<file path="src/rtl/sat_out_serializer.sv">
// sat_out_serializer: captures four parallel saturated vectors into a frame buffer
// and streams them out as 2*DEPTH complex samples with a per-frame clip count.
module sat_out_serializer #(
    parameter int DEPTH       = 16,
    parameter int DOUT_WIDTH  = 13,
    parameter int SAT_MAX_VAL = 4095,
    parameter int SAT_MIN_VAL = -4096
) (
    input  logic                                 clk,
    input  logic                                 rst_n,
    input  logic                                 in_valid,
    output logic                                 in_ready,
    input  logic signed [DOUT_WIDTH-1:0]         din_R_add [DEPTH],
    input  logic signed [DOUT_WIDTH-1:0]         din_R_sub [DEPTH],
    input  logic signed [DOUT_WIDTH-1:0]         din_Q_add [DEPTH],
    input  logic signed [DOUT_WIDTH-1:0]         din_Q_sub [DEPTH],
    output logic                                 dout_valid,
    input  logic                                 dout_ready,
    output logic signed [DOUT_WIDTH-1:0]         dout_re,
    output logic signed [DOUT_WIDTH-1:0]         dout_im,
    output logic [$clog2(2*DEPTH)-1:0]           dout_idx,
    output logic                                 dout_last,
    output logic [$clog2(2*DEPTH+1)-1:0]         dout_clip_cnt
);
    localparam int IW = $clog2(2*DEPTH);
    localparam int CW = $clog2(2*DEPTH+1);
    localparam int LW = (DEPTH > 1) ? $clog2(DEPTH) : 1;
    localparam logic signed [DOUT_WIDTH-1:0] SMAX = DOUT_WIDTH'(SAT_MAX_VAL);
    localparam logic signed [DOUT_WIDTH-1:0] SMIN = DOUT_WIDTH'(SAT_MIN_VAL);

    typedef enum logic {IDLE, SEND} state_t;
    state_t state;

    logic signed [DOUT_WIDTH-1:0] buf_ra [DEPTH];
    logic signed [DOUT_WIDTH-1:0] buf_rs [DEPTH];
    logic signed [DOUT_WIDTH-1:0] buf_qa [DEPTH];
    logic signed [DOUT_WIDTH-1:0] buf_qs [DEPTH];
    logic capture, fire, load, hi, nclip;
    logic [IW-1:0] nidx;
    logic [LW-1:0] lane;
    logic signed [DOUT_WIDTH-1:0] nre, nim;

    assign fire     = dout_valid && dout_ready;
    assign in_ready = rst_n && (state == IDLE || (fire && dout_last));
    assign capture  = in_valid && in_ready;
    assign load     = capture || (fire && !dout_last);

    // A fresh capture always starts at idx 0, read straight from the inputs
    // since the buffer is being written on the same edge.
    always_comb begin
        nidx  = capture ? '0 : dout_idx + IW'(1);
        hi    = nidx >= IW'(DEPTH);
        lane  = LW'(hi ? nidx - IW'(DEPTH) : nidx);
        nre   = capture ? din_R_add[0] : (hi ? buf_rs[lane] : buf_ra[lane]);
        nim   = capture ? din_Q_add[0] : (hi ? buf_qs[lane] : buf_qa[lane]);
        nclip = nre == SMAX || nre == SMIN || nim == SMAX || nim == SMIN;
    end

    always_ff @(posedge clk) begin
        if (!rst_n) begin
            state         <= IDLE;
            dout_valid    <= 1'b0;
            dout_re       <= '0;
            dout_im       <= '0;
            dout_idx      <= '0;
            dout_last     <= 1'b0;
            dout_clip_cnt <= '0;
        end else begin
            if (capture) begin
                buf_ra <= din_R_add;
                buf_rs <= din_R_sub;
                buf_qa <= din_Q_add;
                buf_qs <= din_Q_sub;
            end
            if (load) begin
                state         <= SEND;
                dout_valid    <= 1'b1;
                dout_re       <= nre;
                dout_im       <= nim;
                dout_idx      <= nidx;
                dout_last     <= nidx == IW'(2*DEPTH-1);
                dout_clip_cnt <= (capture ? '0 : dout_clip_cnt) + CW'(nclip);
            end else if (fire) begin
                state      <= IDLE;
                dout_valid <= 1'b0;
            end
        end
    end
endmodule

</file>
<file path="config.mk">
export PLATFORM = sky130hd
export DESIGN_NAME = sat_out_serializer
export DESIGN_NICKNAME = d
export VERILOG_FILES = /design/src/rtl/sat_out_serializer.sv
export SDC_FILE = /design/constraint.sdc
export NUM_CORES = 1
export LEC_CHECK = 0
export ABC_CLOCK_PERIOD_IN_PS = 55400
export BUFFER_PORTS_ARGS = -buffer_cell sky130_fd_sc_hd__buf_2
export CAP_MARGIN = 5
export CORE_AREA = 2 2 338 340
export DETAILED_ROUTE_END_ITERATION = 7
export DIE_AREA = 0 0 340 342
export HOLD_SLACK_MARGIN = 0.12
export PLACE_DENSITY = 0.52
export SETUP_SLACK_MARGIN = 0.5
export SKIP_CTS_REPAIR_TIMING = 1
export SYNTH_ARGS = -nofsm -noshare
export SYNTH_HDL_FRONTEND = slang
export SYNTH_SLANG_ARGS = --single-unit
</file>
<file path="constraint.sdc">
create_clock -name clk -period 55.4 [get_ports clk]
set_input_delay 13.85 -clock clk [delete_from_list [all_inputs] [get_ports clk]]
set_output_delay 13.85 -clock clk [all_outputs]
set_load 0.005 [all_outputs]
</file>
; ---- Word level (Yosys, flattened, before mapping)
; Index checks and enable logic that the tools add are counted.
; W data, S select, Z words.
[totals]
reg_bits = 871
latch_bits = 0
ram_bits = 0
rom_bits = 0
inputBits = 836
out_inout_bits = 40
word_cells = 116
mem_count = 0
[classes]
n_addsub = 3
multipliers = 0
n_div = 0
n_lt_le_gt_ge = 2
eq_ne = 5
shift = 0
muxes = 21
n_bitwise = 2
reduce_logical = 13
[op_table]
columns = op, count
row1 = $bmux W13 S4, 4
row2 = $mux W13, 12
row3 = $eq A13 B13 Y1 const B, 4
row4 = $ge A5 B5 Y1 const B, 2
row5 = $add A6 B1 Y6, 1
row6 = $mux W6, 1
row7 = $add A5 B1 Y5 const B, 1
row8 = $eq A5 B5 Y1 const B, 1
row9 = $logic_and A1 B1 Y1, 5
row10 = $logic_or A1 B1 Y1, 5
row11 = $mux W5, 1
row12 = $not A4 Y5, 1
row13 = $mux W4, 1
row14 = $sub A4 B1 Y4 const B, 1
row15 = $mux W1, 2
row16 = $reduce_and A2 Y1, 1
row17 = $reduce_bool A2 Y1, 1
row18 = $logic_not A1 Y1, 1
row19 = $not A1 Y1, 1

; ---- Longest topological paths before layout
; Gate-level depths: netlist of run 1.
[depth]
depth_word = 19
mapped_depth = 21
mapped_depth_nobuf = 16

; ---- Worst setup path before layout of run 1
; OpenSTA, ideal clock, no wires.
[synth_path]
path_kind = input -> register
startpoint = input port rst_n
endpoint = register dout_clip_cnt[2]
setup_time_ns = 0.142
t_arrival_ns = 43.000
t_required_ns = 55.258
path_slack_ns = 12.257
stages = 19
path_buffers = 3
cell_sequence = and2_1 -> buf_2 -> nand2_2 -> inv_2 -> clkbuf_1 -> buf_1 -> o311ai_0 -> o211ai_1 -> nand3_1 -> o211a_1 -> nor4_1 -> nand4b_1 -> o31ai_1 -> a311o_1 -> ha_1 -> ha_1 -> a21oi_1 -> a22oi_1 -> nor2b_1
[synth_between]
elab_chain_cells = 16
word_cells_on_any_way = 33
classes_between = 2 x add/sub / 1 x order compare / 4 x eq/ne / 19 x mux / 1 x bitwise / 6 x reduce/logical
[synth_rtl]
columns = element, line
row1 = from (decl), 10  ; input logic rst_n,
row2 = $logic_and A1 B1 Y1, 44  ; assign in_ready = rst_n && (state == IDLE || (fire && dout_last));
row3 = $logic_and A1 B1 Y1, 45  ; assign capture = in_valid && in_ready;
row4 = $mux W5, 51  ; nidx = capture ? '0 : dout_idx + IW'(1);
row5 = $sub A4 B1 Y4 / $ge A5 B5 Y1 (equally long branches), "53, 52"
row6 = $mux W4, 53  ; lane = LW'(hi ? nidx - IW'(DEPTH) : nidx);
row7 = $not A4 Y5 (not written as such), "54, 55"
row8 = $bmux W13 S4, 54  ; nre = capture ? din_R_add[0] : (hi ? buf_rs[lane] : buf_ra[lane]);
row9 = $mux W13 (not written as such) (2 in a row), 54
row10 = $mux W13 (2 in a row), 54
row11 = $eq A13 B13 Y1, 56  ; nclip = nre == SMAX || nre == SMIN || nim == SMAX || nim == SMIN;
row12 = $logic_or A1 B1 Y1 (3 in a row), 56
row13 = $add A6 B1 Y6, 82  ; dout_clip_cnt <= (capture ? '0 : dout_clip_cnt) + CW'(nclip);
row14 = to (signal assigned), 82
row15 = to (decl), 23  ; output logic [$clog2(2*DEPTH+1)-1:0] dout_clip_cnt
; Parallel ways exist; a longest one is shown, timed or not. The select of a mux whose other input is x is not followed.
; A chain may end at the register's enable or synchronous reset.

; ---- Worst setup path after layout of run 1
[layout_path]
startpoint = input port rst_n
endpoint = output port in_ready
[layout_between]
elab_chain_cells = 1
[layout_rtl]
columns = element, line
row1 = $logic_and A1 B1 Y1, 44
row2 = to (decl), 12  ; output logic in_ready,
; No other way between the ends.

==> flow_summary.ini, run 1 <==
[critical_path]
crit_required_ps = 41550
worstPathMaxFanout = 39
ff2ff_path_depth = 18
r2r-end = dout_clip_cnt[5]$_SDFFE_PN0P_
rr_startpoint = dout_idx[0]$_SDFFE_PN0P_
r2r_slack_ps = 48550
cp-start-kind = primary input
setup.worst_path.end_class = output port
criticalPathCategory = in2out
arrival_ps = 14730

[sta]
slew_headroom_pct = 7.87
timing.setup.tns_ps = 0
worst_slew_pin_slew_ps = 1380
fmax_mhz = 35.0
whs_ps = 464
min_period_ps = 28580
fin_ws_ps = 26820
rsz0062_at_grt = no
fin_worst_skew_ps = 32.6
setup_viol = 0
fin_crit_sh_pct = 51.6
hold_violations = 0
slew_viol_final = 0

[global_routing]
grt_overflow = 0
grt.total_usage_pct = 23.2
grt_max_degree = 145
grt_pass1_vias = 23100
antenna_found_initial = 63
grt_pass1_wl_um = 186000

[routing]
vias_per_cell = 4.99
drc_errors = 0
vias = 22800
wire_per_inst_um = 30.3
routed_wl_um = 139000
firstDrtPassIters = 5
ant_nets = 0
drt_iter0_drc = 2211

[yosys]
synth_fp_nets = 2891
synth_async_sr_flop_share_pct = 0
synth_area_um2 = 34700
ys_ff_latch = 871
synthFlopType = edfxtp_1
ys_seq_area_share_pct = 74.3
synth_cell_type_count = 89
synth-edff-count = 832
synth.avg_cell_area_um2 = 16.9
synth_cells = 2052
ys_warn_count = 0

[die]
dieWidth_um = 340
fp.dieArea_um2 = 116000
core_um2 = 113000
start_util_pct = 30.7
io_pins = 876
fp.dieH_um = 342
row_count = 124

[clock_network]
tritoncts = yes
cts_buffers = 99
cts_root_buf = clkbuf_16
clk_pin_slew_ps = 60
cts_max_level = 3
cts_buffer_depth = 3
cts.sinks = 871
clock_latency_ps = 690

[finish]
nets = 3794
final_common_cell = buf_2
most-common-layout-cells = buf_2 (875), edfxtp_1 (832), nand2_1 (159)
syn_to_final_growth_pct = 27.1
final_core_utilization_pct = 39.0
layout-drive-gt1-share_pct = 40.6

[hold_path]
whs_path_depth = 2
hold_start = dout_im[9]$_SDFFE_PN0P_
min_to = dout_im[9]$_SDFFE_PN0P_
min_path_type = reg2reg

[placed_design]
place_ws_ps = 26810
gp_congestion = 0.810
io_buffers = 875
dp_hpwl_um = 102000

[pwr]
vdd_drop_max_v = 0.0000242
p_total_mw = 1.53
power.leakage_nw = 15.7
power_density_nw_per_um2 = 34.8

[outcome]
outcome = finished, final reports clean

[job]
maxCapViolCount = 0
worst max path at each step:
stage | startpoint | end | cells past startpoint
6_report | rst_n | in_ready | 3
5_1_grt | rst_n | in_ready | 3
4_1_cts | rst_n | in_ready | 3
3_5_place_dp | rst_n | in_ready | 3
3_3_place_gp | rst_n | in_ready | 3
2_1_floorplan | rst_n | dout_clip_cnt[2]$_SDFFE_PN0P_ | 19
where the power goes:
part	internal (mW)	leakage [nW]	switching, mW	total, mW
clock	0.373	1.56	0.276	0.649
combinational	0.0490	6.13	0.0759	0.125
sequential	0.752	8.02	0.00757	0.760
total	1.17	15.7	0.359	1.53
metrics by stage:
stage,cell area [um2],instances
6_report,44100,4578
5_1_grt,44000,4565
4_1_cts,44000,4550
3_5_place_dp,40800,4366
3_3_place_gp,40800,4366
2_1_floorplan,34700,2052
sequential cells by signal, indices dropped and copies added (netlist names):
| signal | cells |
|---|---|
| dout_re | 13 |
| state | 1 |
| buf_qa | 208 |
| dout_last | 1 |
| buf_ra | 208 |
| dout_idx | 5 |
| dout_clip_cnt | 6 |
| buf_rs | 208 |
| buf_qs | 208 |
| dout_im | 13 |
layout make-up:
type	instances	area, um2
fillers	10700	69000
diodes	28	70.1
clock inverters	64	594
repair buffers	929	4830
well taps	1512	1890
multi-input cells	1050	8280
clock buffers	120	2600
inverters	4	25.0
flip-flops and latches	871	25800
layer usage:
layer	wire, um	global-route usage, %
met4	2330	5.03
met5	269	0
met1	54800	28.9
met2	69300	39.8
met3	12000	6.85
cells by family after synthesis:
group	synth area share (%)
DFF	74.3
AOI/OAI and AO/OA	8.73
and+or+nand+nor	4.60
muxes	9.62
buffers and inverters	2.27
xor gates and xnor gates	0.357
adders and majority gates	0.108
critical path, cell delays in order:
cell and delay (ps):
buf_2 530, and2_1 230, buf_2 110
Yosys cell counts, drive strengths merged (12+ instances only):
master,n,area (um2)
a21boi,26,199
a21oi,73,380
a22oi,12,90.1
a31oi,22,138
and2,14,87.6
buf,92,641
clkbuf,35,131
dfxtp,39,781
edfxtp,832,25000
mux2,50,563
mux2i,124,1240
mux4,68,1530
nand2,162,616
nand3,32,165
nor2,77,292
nor3,25,135
o211ai,24,180
o21ai,107,543
o221ai,30,263
o22ai,41,263
(Power assumes the default switching activity.)
==> inputs of run 2 (changes only) <==
--- a/config.mk
+++ b/config.mk
@@ -5,14 +5,14 @@
 export SDC_FILE = /design/constraint.sdc
 export NUM_CORES = 1
 export LEC_CHECK = 0
-export ABC_CLOCK_PERIOD_IN_PS = 55400
+export ABC_CLOCK_PERIOD_IN_PS = 23900
 export BUFFER_PORTS_ARGS = -buffer_cell sky130_fd_sc_hd__buf_2
 export CAP_MARGIN = 5
 export CORE_AREA = 2 2 338 340
 export DETAILED_ROUTE_END_ITERATION = 7
 export DIE_AREA = 0 0 340 342
 export HOLD_SLACK_MARGIN = 0.12
-export PLACE_DENSITY = 0.52
+export PLACE_DENSITY = 0.54
 export SETUP_SLACK_MARGIN = 0.5
 export SKIP_CTS_REPAIR_TIMING = 1
 export SYNTH_ARGS = -nofsm -noshare
==> constraint.sdc (replaced) <==
create_clock -name clk -period 23.9 [get_ports clk]
set_input_delay 5.975 -clock clk [delete_from_list [all_inputs] [get_ports clk]]
set_output_delay 5.975 -clock clk [all_outputs]
set_load 0.005 [all_outputs]
==> run 2 against run 1 <==
Net effect:
- global-route usage grew 0.76 points
- sequential cell count unchanged
- clock power up 120%
- critical path depth did not move
- hold slack got worse by 5.8 ps
- cell count fell by 0.26%
- sequential power up 130%
- non-clock buffer count decreased by 8
- clock skew down 9.6 ps
- cell area shrank 0.54%
==> flow_summary.ini, run 2 (same netlist as run 1, synthesis figures left out) <==
[sta]
min_period_ps = 12870
fmax_mhz = 77.7
worst_slew_pin_slew_ps = 1220
hold_violations = 0
timing.setup.tns_ps = 0
fin_ws_ps = 11030
fin_worst_skew_ps = 23.0
slew_viol_final = 0
fin_crit_sh_pct = 53.8
slew_headroom_pct = 19.0
setup_viol = 0
rsz0062_at_grt = no

[finish]
most-common-layout-cells = buf_2 (875), edfxtp_1 (832), nand2_1 (159)
register_area_um2 = 25800
multi_input_area_um2 = 8280
syn_to_final_growth_pct = 26.4
instances_no_fill = 4566
fillCellCount = 10700
layout-drive-gt1-share_pct = 40.7
final_common_cell = buf_2
nets = 3784

[pwr]
power.leakage_nw = 15.6
power_density_nw_per_um2 = 79.7
p_total_mw = 3.49
vdd_drop_max_v = 0.0000617

[global_routing]
grt_overflow = 0
antenna_found_initial = 59
grt_pass1_wl_um = 190000
grt_max_degree = 181
grt.total_usage_pct = 24.0
grt_pass1_vias = 23300

[outcome]
outcome = finished, final reports clean

[placed_design]
io_buffers = 875
place_ws_ps = 11030
gp_congestion = 0.860
dp_cells = 4358
dp_hpwl_um = 107000

[clock_network]
cts.sinks = 871
cts_buffer_depth = 3
clk_pin_slew_ps = 50
clock_latency_ps = 690
cts_root_buf = clkbuf_16
tritoncts = yes
cts_buffers = 97
cts_max_level = 3

[hold_path]
whs_path_depth = 2
hold_start = dout_re[7]$_SDFFE_PN0P_
min_path_type = reg2reg
min_to = dout_re[7]$_SDFFE_PN0P_

[die]
fp.dieArea_um2 = 116000
row_count = 124
start_util_pct = 30.7
fp.dieH_um = 342
io_pins = 876
dieWidth_um = 340
core_um2 = 113000

[job]
maxCapViolCount = 0

[routing]
routed_wl_um = 143000
vias_per_cell = 5.01
firstDrtPassIters = 5
drt_iter0_drc = 2147
drc_errors = 0
wire_per_inst_um = 31.3
vias = 22900
ant_nets = 0

[critical_path]
criticalPathCategory = in2out
r2r-end = dout_clip_cnt[5]$_SDFFE_PN0P_
r2r_slack_ps = 17330
rr_startpoint = dout_last$_SDFFE_PN0P_
ff2ff_path_depth = 18
setup.worst_path.end_class = output port
worstPathMaxFanout = 39
arrival_ps = 6890
crit_required_ps = 17930
cp-start-kind = primary input
[run 2: changes by cell type in the layout (fill, tap and decap cells not counted), sizes merged]
cell      before  now
buf          929  921
inv            8    9
clkbuf       120  113
bufinv         8    4
clkinv        49   47
clkinvlp       3   10
diode         28   29
[run 2: stage by stage]
stage / hold slack (ps) / util [%] / instance area, um2
2_1_floorplan: 457 / - / 34700
3_5_place_dp: 456 / 36.0 / 40700
5_1_grt: 485 / 38.7 / 43800
6_report: 459 / 38.7 / 43800
4_1_cts: 463 / 38.7 / 43800
3_3_place_gp: 449 / 36.0 / 40700
[run 2: final cells by class]
cell class,instances,share of cell area [%]
Antenna cell,29,0.166
Inverter,4,0.0571
Timing Repair Buffer,921,10.9
Clock inverter,66,1.13
Sequential cell,871,58.8
Tap cell,1512,4.32
Clock buffer,113,5.77
Multi-Input combinational cell,1050,18.9
[run 2: layer usage]
| metal | part of all wire [%] | wire length (um) | GRT usage (%) |
|---|---|---|---|
| met3 | 9.1 | 13000 | 8.34 |
| met1 | 39 | 55100 | 29.1 |
| met5 | 0.21 | 295 | 0 |
| met2 | 49 | 70700 | 40.3 |
| met4 | 2.6 | 3670 | 6.84 |
[run 2: worst max-delay path, stage by stage]
cell    delay [ps]
buf_2          560
and2_1         240
buf_2          110
[run 2: power by group]
| group | internal [mW] | switching (mW) | total, mW |
|---|---|---|---|
| clock network | 0.803 | 0.632 | 1.43 |
| logic | 0.113 | 0.183 | 0.296 |
| registers | 1.74 | 0.0183 | 1.76 |
| total | 2.66 | 0.833 | 3.49 |
[run 2: worst max path at each step]
stage / startpoint / endpoint / depth (start not counted)
4_1_cts: rst_n / in_ready / 3
5_1_grt: rst_n / in_ready / 3
6_report: rst_n / in_ready / 3
3_3_place_gp: rst_n / in_ready / 3
3_5_place_dp: rst_n / in_ready / 3
2_1_floorplan: rst_n / dout_clip_cnt[2]$_SDFFE_PN0P_ / 19
